### src/rtl/spi_pkg.sv
// Package: spi_pkg
// Purpose: shared definitions for the spi_master_nch slice.
//   - state_t : FSM state encodings (also driven out on the debug 'state' port)
//   - MODE0..MODE3 : SPI mode constants, encoded as {CPOL, CPHA}
//   - cs_active() : true for the states in which a chip select is driven low
package spi_pkg;

  typedef enum logic [2:0] {
    IDLE  = 3'd0,
    SETUP = 3'd1,
    XFER  = 3'd2,
    HOLD  = 3'd3,
    DONE  = 3'd4
  } state_t;

  localparam logic [1:0] MODE0 = 2'b00;
  localparam logic [1:0] MODE1 = 2'b01;
  localparam logic [1:0] MODE2 = 2'b10;
  localparam logic [1:0] MODE3 = 2'b11;

  function automatic logic cs_active(input state_t s);
    return (s == SETUP) || (s == XFER) || (s == HOLD);
  endfunction

endpackage

### src/rtl/spi_clk_div.sv
// Module: spi_clk_div
// Purpose: half-period timer for the SPI master. Emits a one-cycle tick on the
//   CLK_DIV-th clock after it was last cleared, then every CLK_DIV clocks.
// Ports:
//   clk   in  system clock
//   reset in  asynchronous active-high reset
//   clr   in  restart the half-period (asserted on every FSM state change)
//   tick  out end of the current half-period
module spi_clk_div #(
  parameter int CLK_DIV = 2
) (
  input  logic clk,
  input  logic reset,
  input  logic clr,
  output logic tick
);

  localparam int CW = (CLK_DIV > 1) ? $clog2(CLK_DIV) : 1;

  logic [CW-1:0] cnt;

  assign tick = (cnt == CW'(CLK_DIV - 1));

  always_ff @(posedge clk or posedge reset) begin
    if (reset) begin
      cnt <= '0;
    end else if (clr || tick) begin
      cnt <= '0;
    end else begin
      cnt <= cnt + CW'(1);
    end
  end

endmodule

### src/rtl/spi_master_nch.sv
// Module: spi_master_nch
// Purpose: full-duplex SPI master, DATA_W bits per transfer, NUM_CS active-low
//   chip selects, spi_clk half-period of CLK_DIV system clocks, CPOL/CPHA chosen
//   per transfer.
// Optional build macro: SPI_MASTER_LSB_FIRST_EN adds the lsb_first input
//   (latched with start; 1 = LSB shifted out first and received bits fill data_rd
//   from bit 0 upward). Without it every transfer is MSB first.
// Ports:
//   clk, reset           system clock, asynchronous active-high reset
//   start                transfer request, only looked at in IDLE
//   polarity, phase      CPOL / CPHA for the next transfer
//   cs_sel               chip select index for the next transfer
//   data_wr              word to transmit
//   lsb_first            (macro builds only) bit order for the next transfer
//   miso                 serial input from the slave
//   spi_clk, cs_n, mosi  SPI pins
//   data_rd              last received word, valid from the done pulse onward
//   busy, done           transfer status / one-cycle completion pulse
//   state                current FSM state (debug)
// Handshake: start is accepted on any rising edge where state is IDLE; busy is
//   high for SETUP/XFER/HOLD and low again in the DONE cycle, where done pulses
//   for exactly one clock. A start seen while not IDLE is dropped, not queued.
module spi_master_nch
  import spi_pkg::*;
#(
  parameter  int DATA_W  = 8,
  parameter  int NUM_CS  = 4,
  parameter  int CLK_DIV = 2,
  localparam int CSW     = (NUM_CS > 1) ? $clog2(NUM_CS) : 1
) (
  input  logic              clk,
  input  logic              reset,
  input  logic              start,
  input  logic              polarity,
  input  logic              phase,
  input  logic [CSW-1:0]    cs_sel,
  input  logic [DATA_W-1:0] data_wr,
`ifdef SPI_MASTER_LSB_FIRST_EN
  input  logic              lsb_first,
`endif
  input  logic              miso,
  output logic              spi_clk,
  output logic [NUM_CS-1:0] cs_n,
  output logic              mosi,
  output logic [DATA_W-1:0] data_rd,
  output logic              busy,
  output logic              done,
  output logic [2:0]        state
);

  localparam int              HW    = $clog2(2 * DATA_W);
  localparam logic [HW-1:0]   HLAST = HW'(2 * DATA_W - 1);

  state_t            state_q, state_d;
  logic              tick, div_clr;
  logic [HW-1:0]     hcnt;
  logic              cpol_q, cpha_q, lsb_q;
  logic [CSW-1:0]    cs_q;
  logic [DATA_W-1:0] tx_sr, rx_sr;
  logic              lsb_in;
  logic [DATA_W-1:0] tx_load, rx_word;
  logic              half_end, lead, trail;
  logic              sample_on_lead, sample_ev, shift_ev;

`ifdef SPI_MASTER_LSB_FIRST_EN
  assign lsb_in = lsb_first;
`else
  assign lsb_in = 1'b0;
`endif

  function automatic logic [DATA_W-1:0] bit_rev(input logic [DATA_W-1:0] v);
    logic [DATA_W-1:0] r;
    for (int i = 0; i < DATA_W; i++) r[i] = v[DATA_W-1-i];
    return r;
  endfunction

  // LSB-first is handled by reversing the word at the edges of the datapath,
  // so the shift registers always run MSB first.
  assign tx_load = lsb_in ? bit_rev(data_wr) : data_wr;
  assign rx_word = lsb_q  ? bit_rev(rx_sr)   : rx_sr;

  spi_clk_div #(.CLK_DIV(CLK_DIV)) u_div (
    .clk   (clk),
    .reset (reset),
    .clr   (div_clr),
    .tick  (tick)
  );

  // Each tick in XFER ends a half-period and toggles spi_clk. Even hcnt ends
  // on a leading edge, odd hcnt on a trailing edge.
  assign half_end = (state_q == XFER) && tick;
  assign lead     = half_end && !hcnt[0];
  assign trail    = half_end &&  hcnt[0];

  always_comb begin
    sample_on_lead = 1'b1;
    case ({cpol_q, cpha_q})
      MODE0, MODE2: sample_on_lead = 1'b1;
      MODE1, MODE3: sample_on_lead = 1'b0;
      default:      sample_on_lead = 1'b1;
    endcase
  end

  assign sample_ev = sample_on_lead ? lead  : trail;
  assign shift_ev  = sample_on_lead ? trail : lead;

  always_ff @(posedge clk or posedge reset) begin
    if (reset) state_q <= IDLE;
    else       state_q <= state_d;
  end

  always_comb begin
    state_d = state_q;
    busy    = cs_active(state_q);
    done    = (state_q == DONE);
    cs_n    = '1;
    case (state_q)
      IDLE:    if (start) state_d = SETUP;
      SETUP:   if (tick) state_d = XFER;
      XFER:    if (tick && (hcnt == HLAST)) state_d = HOLD;
      HOLD:    if (tick) state_d = DONE;
      DONE:    state_d = IDLE;
      default: state_d = IDLE;
    endcase
    // Out-of-range indices match no bit, so no chip select is asserted.
    for (int i = 0; i < NUM_CS; i++) begin
      if (busy && (32'(cs_q) == i)) cs_n[i] = 1'b0;
    end
    // Restart the half-period timer on every state entry; holding it clear in
    // IDLE makes the SETUP phase exactly CLK_DIV cycles long.
    div_clr = (state_d != state_q) || (state_q == IDLE);
  end

  always_ff @(posedge clk or posedge reset) begin
    if (reset) begin
      spi_clk <= 1'b0;
      mosi    <= 1'b0;
      data_rd <= '0;
      cpol_q  <= 1'b0;
      cpha_q  <= 1'b0;
      lsb_q   <= 1'b0;
      cs_q    <= '0;
      tx_sr   <= '0;
      rx_sr   <= '0;
      hcnt    <= '0;
    end else begin
      case (state_q)
        IDLE: begin
          spi_clk <= polarity;
          if (start) begin
            cpol_q <= polarity;
            cpha_q <= phase;
            cs_q   <= cs_sel;
            lsb_q  <= lsb_in;
            hcnt   <= '0;
            rx_sr  <= '0;
            // CPHA=0 needs the first bit on mosi before the first leading
            // edge; CPHA=1 drives it on that edge instead.
            if (!phase) begin
              mosi  <= tx_load[DATA_W-1];
              tx_sr <= tx_load << 1;
            end else begin
              tx_sr <= tx_load;
            end
          end
        end
        XFER: begin
          if (half_end) begin
            spi_clk <= ~spi_clk;
            if (hcnt != HLAST) hcnt <= hcnt + HW'(1);
            if (sample_ev) rx_sr <= {rx_sr[DATA_W-2:0], miso};
            if (shift_ev) begin
              mosi  <= tx_sr[DATA_W-1];
              tx_sr <= tx_sr << 1;
            end
          end
        end
        // Load on the HOLD->DONE edge so data_rd is already valid while done
        // is high.
        HOLD: if (tick) data_rd <= rx_word;
        default: ;
      endcase
    end
  end

  assign state = state_q;

endmodule

### config.mk
export PLATFORM = sky130hd
export DESIGN_NAME = spi_master_nch
export DESIGN_NICKNAME = d
export VERILOG_FILES = /design/src/rtl/spi_pkg.sv /design/src/rtl/spi_clk_div.sv /design/src/rtl/spi_master_nch.sv
export SDC_FILE = /design/constraint.sdc
export NUM_CORES = 1
export LEC_CHECK = 0
export CORE_MARGIN = 2
export CORE_UTILIZATION = 29
export DETAILED_ROUTE_END_ITERATION = 16
export HOLD_SLACK_MARGIN = 0.03
export PLACE_DENSITY = 0.56
export SLEW_MARGIN = 20
export SYNTH_ARGS = -nofsm -noshare
export SYNTH_HDL_FRONTEND = slang
export SYNTH_SLANG_ARGS = --single-unit
### constraint.sdc
create_clock -name clk -period 1.95 [get_ports clk]
set_input_delay 0.195 -clock clk [delete_from_list [all_inputs] [get_ports clk]]
set_output_delay 0.195 -clock clk [all_outputs]
set_load 0.01 [all_outputs]
# Yosys cells after proc, flatten, opt, wreduce, memory -nomap -nowiden

Cells that the tools add are included.

Register bits after elaboration: 38
ROM bits: 0
Latch bits: 0
Memories: 0
RAM bits: 0
Output and inout port bits: 19

Muxes and demuxes: 33
Shifts and indexed selects: 0
Reduce and logical (&&, ||, !) cells: 26
$lt $le $gt $ge: 0
Equal/unequal tests: 19
Multipliers: 0
Divide/modulo/power cells: 0
Bitwise logic cells: 1
Add/sub/neg operators: 2

Operator list:

| cell                | number |
|---|---|
| $mux 8              | 7 |
| $pmux 8 s2          | 2 |
| $mux 1              | 12 |
| $mux 3              | 4 |
| $mux 4              | 3 |
| $pmux 3 s4          | 1 |
| $reduce_and 4->1    | 3 |
| $ne 2x2->1 const B  | 5 |
| $eq 2x2->1 const B  | 4 |
| $logic_and 1x1->1   | 8 |
| $pmux 4 s2          | 1 |
| $eq 3x2->1 const B  | 2 |
| $pmux 1 s2          | 3 |
| $reduce_and 2->1    | 3 |
| $reduce_and 5->1    | 1 |
| $add 4x1->4 const B | 1 |
| $eq 2x1->1 const B  | 2 |
| $eq 4x4->1 const B  | 1 |
| $logic_not 2->1     | 2 |
| $logic_or 1x1->1    | 4 |
| $ne 4x4->1 const B  | 1 |
| $reduce_or 2->1     | 2 |
| $eq 3x1->1 const B  | 1 |
| $eq 3x3->1 const B  | 1 |
| other kinds (7)     | 7 |

# Logic depth before layout (Yosys ltp)

Depth after elaboration: 8
Depth in mapped cells: 6
Depth with buffers taken out: 4

# Modules after synthesis

Synthesis repeated with hierarchy kept, for this count alone.

Cell total of the unflattened synthesis: 183
Area, all modules: 1968.1 µm²

By module, submodules not included:

| module         | area an instance (µm²) | cells an instance | sequential area each (µm²) | times used |
|---|---|---|---|---|
| spi_master_nch | 1935.6                 | 180               | 900.9                      | 1 |
| spi_clk_div    | 32.5                   | 3                 | 25.0                       | 1 |

# Worst setup path after synthesis

No wires, ideal clock.

Path type: reg-to-reg
Start point: register state_q[0] (netlist: state[0])
End point: register mosi
Setup time: 0.128 ns
Buffers on the path: 2
Data required time: 1.822 ns
Arrival time: 1.635 ns
Path slack: 0.188 ns
Cell stages (with the launch flop): 6
Path through: dfrtp_1 -> buf_6 -> nor3b_2 -> buf_2 -> mux2_2 -> mux2_1

Cells in the longest elaborated chain, start to end: 6
Elaborated cells on any way between the ends: 13
Classes of those cells: eq/ne: 5; mux: 2; reduce/logical: 6

Ends and longest elaborated chain:

| item                                        | RTL line                                    | text |
|---|---|---|
| start: declaration                          | spi_master_nch.sv:54                        | `state_t state_q, state_d;` |
| start signal: assignment                    | spi_master_nch.sv:109                       | `else state_q <= state_d;` |
| $eq 3x2->1                                  | spi_master_nch.sv:91, spi_master_nch.sv:147 |  |
| $logic_and 1x1->1                           | spi_master_nch.sv:91                        | `assign half_end = (state_q == XFER) && tick;` |
| $logic_and 1x1->1, on equally long branches | spi_master_nch.sv:92, spi_master_nch.sv:93  |  |
| $mux 1                                      | spi_master_nch.sv:105                       | `assign shift_ev = sample_on_lead ? trail : lead;` |
| $ne 2x2->1 (no source line)                 | n/a                                         |  |
| $reduce_and 5->1 (no source line)           | n/a                                         |  |
| end signal: assignment                      | spi_master_nch.sv:160                       | `mosi <= tx_load[DATA_W-1];` |
| end signal: assignment                      | spi_master_nch.sv:173                       | `mosi <= tx_sr[DATA_W-1];` |
| end: declaration                            | spi_master_nch.sv:44                        | `output logic mosi,` |

Several ways; a longest one is shown, not always the timed one.
A chain may end at the register's enable or synchronous reset.

# Final worst setup path

Start point: register state_q[0] (netlist: state[0])
End point: output cs_n[2]

Cells in the longest elaborated chain, start to end: 5
Elaborated cells on any way between the ends: 7
Classes of those cells: eq/ne: 3; mux: 1; reduce/logical: 3

Ends and longest elaborated chain:

| item                                            | RTL line              | text |
|---|---|---|
| $eq 3x1->1 / $eq 3x2->1 (equally long branches) | spi_pkg.sv:22         | `return (s == SETUP) \|\| (s == XFER) \|\| (s == HOLD);` |
| $logic_or 1x1->1                                | spi_pkg.sv:22         |  |
| $logic_or 1x1->1 *                              | spi_pkg.sv:22         |  |
| $logic_and 1x1->1 *                             | spi_master_nch.sv:127 | `if (busy && (32'(cs_q) == i)) cs_n[i] = 1'b0;` |
| $mux 1 *                                        | spi_master_nch.sv:127 |  |
| end: declaration                                | spi_master_nch.sv:43  | `output logic [NUM_CS-1:0] cs_n,` |

Mark *: on every way between the ends. The rest lies on a longest branch, timed or not.

==> results.rst <==
.. list-table::
   :header-rows: 1

   * - Metric
     - Value
   * - Final setup violation count
     - 0
   * - Master cell of the clock root buffer
     - sky130_fd_sc_hd__clkbuf_8
   * - Standard-cell row count
     - 30
   * - Final nets
     - 234
   * - Top layer used by detailed routing
     - met4
   * - Most frequent standard cell in the layout excluding fill and tap cells
     - sky130_fd_sc_hd__dfrtp_1
   * - Number of primary I/O pins
     - 35
   * - Remaining global-route overflow
     - 0
   * - Number of antenna violations at the first check in global routing
     - 0
   * - Critical path arrival
     - approximately 1.7 ns
   * - Worst vdd rail ir drop
     - 648 uV
   * - Power per Cell Area
     - 1470 nW/um^2
   * - RSZ-0062 raised after global routing
     - no
   * - Area of the die
     - 7490 sq um
   * - Total Power Consumption
     - 3.73 mW
   * - Max FO, Critical Path
     - 7
   * - Max Cap Violations
     - 0
   * - Most used DFF post-synth
     - sky130_fd_sc_hd__dfrtp_1
   * - Clock insertion delay at the later pin of the skew report
     - around 0.28 ns
   * - Wirelength, routed
     - 3.96 mm
   * - GP Congestion
     - 0.708
   * - Largest net degree at the start of global routing
     - 38
   * - Wire length on met3
     - 188 microns
   * - Final count of pins violating max slew
     - 0
   * - Share of the yosys chip area belonging to registers
     - 0.469
   * - Number of hold-slack violations in the final timing report
     - 0
   * - Met2 wirelength from detailed routing
     - 1.89 mm
   * - Estimated wirelength of the detail-placed design
     - 2.86 mm
   * - Clock Skews
     - 0.00688 ns
   * - Synth Instances
     - approximately 170
   * - Type of the worst setup path
     - reg -> out
   * - Final antenna-violating net count
     - 0
   * - Wire length of the first global-routing pass
     - 6.78 mm
   * - Wire length on met1
     - about 1.9 mm
   * - Fraction of layout instances using a drive strength above 1
     - 0.257
   * - Leakage power
     - 1.14 nW
   * - Fin crit share
     - 0.947
   * - F_max
     - ~540 MHz
   * - Iteration-0 DRC count of the detailed router
     - 102
   * - Async S/R FF share, synth
     - 1.00
   * - Cts bufs inserted
     - 5
   * - Clock transition at the register clock pins on the worst setup and hold paths after CTS
     - around 0.070 ns
   * - Post-synthesis cell area
     - 1980 sq um
   * - Number of global-route vias before repair
     - 1,394
   * - Mapped Nets
     - 191
   * - Critical Path RT
     - 1.75 ns
   * - DR pass1 iterations
     - 4
   * - Initial core utilization
     - 0.296
   * - Maximum level of the CTS H-tree
     - 2
   * - Area of the core
     - between 6000 and 7000 sq um
   * - Buffers on Ports
     - 34
   * - Commonest non-fill, non-tap cells in the layout
     - 35 x sky130_fd_sc_hd__dfrtp_1, 31 x sky130_fd_sc_hd__clkdlybuf4s50_1, 22 x sky130_fd_sc_hd__mux2_2, 20 x sky130_fd_sc_hd__nand3_1, 13 x sky130_fd_sc_hd__buf_4
   * - Antenna cells
     - 0
   * - Clock tree from TritonCTS
     - done
   * - Total via count after detailed routing
     - 1,445
   * - Hold Crit Class
     - in -> async
   * - Avg Inst Size Synth
     - 11.4 sq um
   * - Nature of the critical path endpoint
     - output port
   * - Tightest slew margin relative to the limit
     - 0.605
   * - Clk sinks
     - 37
   * - Die extent in x
     - a little under 90 microns
   * - Total global routing track utilization
     - 0.114
   * - Status
     - complete, no violations
   * - Maximum number of buffers from clock root to sink
     - 2
   * - Post-synthesis register bit count
     - 37
   * - Number of flops mapped to enable cells by yosys
     - 0
   * - Remaining design rule violation count
     - 0
   * - Number of filler cells placed in the layout
     - 675
   * - Transition time at the pin with the least slew margin
     - 0.588 ns
   * - Count of distinct cell types in the synthesized netlist
     - 40
   * - Area growth from synthesis to final layout
     - 28.4%
   * - Aggregate negative setup slack
     - 0 ns
   * - Number of synthesis warnings
     - 0
   * - Startpoint types
     - flop
   * - Number of vias per cell
     - 4.85
   * - Vertical die dimension
     - 86.5 microns
   * - Routed wire length per instance
     - 13.3 microns
   * - Clock period minus worst slack
     - roughly 1.8 ns
==> area by class of cell <==
type,count,area (sq um),share of cell area
Clock buffer,6,72.6,0.0286
Clock inverter,2,10.0,0.00394
Inverter,10,37.5,0.0148
Multi-Input combinational cell,116,947,0.373
Sequential cell,37,928,0.366
Tap cell,80,100,0.0394
Timing Repair Buffer,47,442,0.174
==> cell usage after synthesis, types with 2 or more instances <==
cell type,instances,area share
sky130_fd_sc_hd__mux2_2,22,0.13
sky130_fd_sc_hd__mux2i_1,11,0.056
sky130_fd_sc_hd__nor2_1,7,0.013
sky130_fd_sc_hd__mux2_4,5,0.038
sky130_fd_sc_hd__buf_4,4,0.015
sky130_fd_sc_hd__dfrtp_1,37,0.47
sky130_fd_sc_hd__nand2_1,6,0.011
sky130_fd_sc_hd__o211ai_1,8,0.030
sky130_fd_sc_hd__a21oi_1,4,0.010
sky130_fd_sc_hd__nand3_1,20,0.051
sky130_fd_sc_hd__o21ai_0,9,0.023
sky130_fd_sc_hd__buf_2,4,0.010
sky130_fd_sc_hd__buf_6,2,0.011
sky130_fd_sc_hd__inv_1,9,0.017
==> critical path, stage by stage (launching register included) <==
cell                              delay [ns]
sky130_fd_sc_hd__dfrtp_2                0.48
sky130_fd_sc_hd__o21bai_4               0.19
sky130_fd_sc_hd__inv_1                  0.08
sky130_fd_sc_hd__nand3b_1               0.08
sky130_fd_sc_hd__clkdlybuf4s50_1        0.54
==> power by group <==
part           total, mW  internal [mW]  leakage [nW]  switching [mW]
sequential          1.33           1.08         0.469           0.254
clock              0.504          0.247        0.0450           0.257
combinational       1.90           1.01         0.627           0.885
total               3.73           2.33          1.14            1.40
==> repair_timing <==
| action | CTS | global route |
|---|---|---|
| gates resized for setup | 2 | 5 |
| pin swaps | 0 | 1 |
| hold buffers | 0 | 0 |
| buffers inserted | 0 | 0 |
| setup endpoints to repair | 3 | 3 |
==> per-layer routing <==
metal  track usage  vias up
li1              -      710
met1         0.154      696
met2         0.178       35
met3        0.0324        4
met4        0.0341        0
met5             0        -
==> cells by family after synthesis <==
group	count (synthesis)	synth area share
AO/OA/AOI/OAI	28	0.0931
XOR/XNOR	3	0.0171
adder cells (fa/ha/maj)	1	0.00633
buffers and inverters	21	0.0576
flip-flops	37	0.469
multiplexers	39	0.225
AND/OR/NAND/NOR	45	0.132
==> state kept, by name, summed over array words and instances (netlist names) <==
register    cells
mosi            1
spi_clk         1
data_rd         8
state           3
cpha_q          1
cs_q            2
u_div.tick      1
hcnt            4
tx_sr           8
rx_sr           8
==> worst paths after layout <==
check | start | to | cells after the start | slack (ns)
setup reg to reg | state[0] | tx_sr[5] | 5 | 0.16
max in group asynchronous | reset | state[0] | 3 | 1.29
hold reg to reg | mosi | mosi | 1 | 0.50
min in group clk | mosi | mosi | 1 | 0.50
hold / removal | reset | data_rd[0] | 3 | 0.32
setup / recovery | state[0] | cs_n[2] | 4 | 0.10
==> per-stage QoR <==
| stage | setup slack [ns] | hold slack (ns) | cells | util | instance area (sq um) |
|---|---|---|---|---|---|
| floorplan | 0.188 | 0.347 | 174 | - | 1980 |
| CTS | 0.0178 | 0.343 | 298 | 0.378 | 2520 |
| detailed placement | 0.126 | 0.489 | 290 | 0.365 | 2440 |
| global route | 0.0329 | 0.364 | 298 | 0.380 | 2540 |
| finish | 0.104 | 0.321 | 298 | 0.380 | 2540 |
| global placement | 0.154 | 0.480 | 290 | 0.365 | 2440 |
Note: power is estimated with default switching activity, not from simulation.
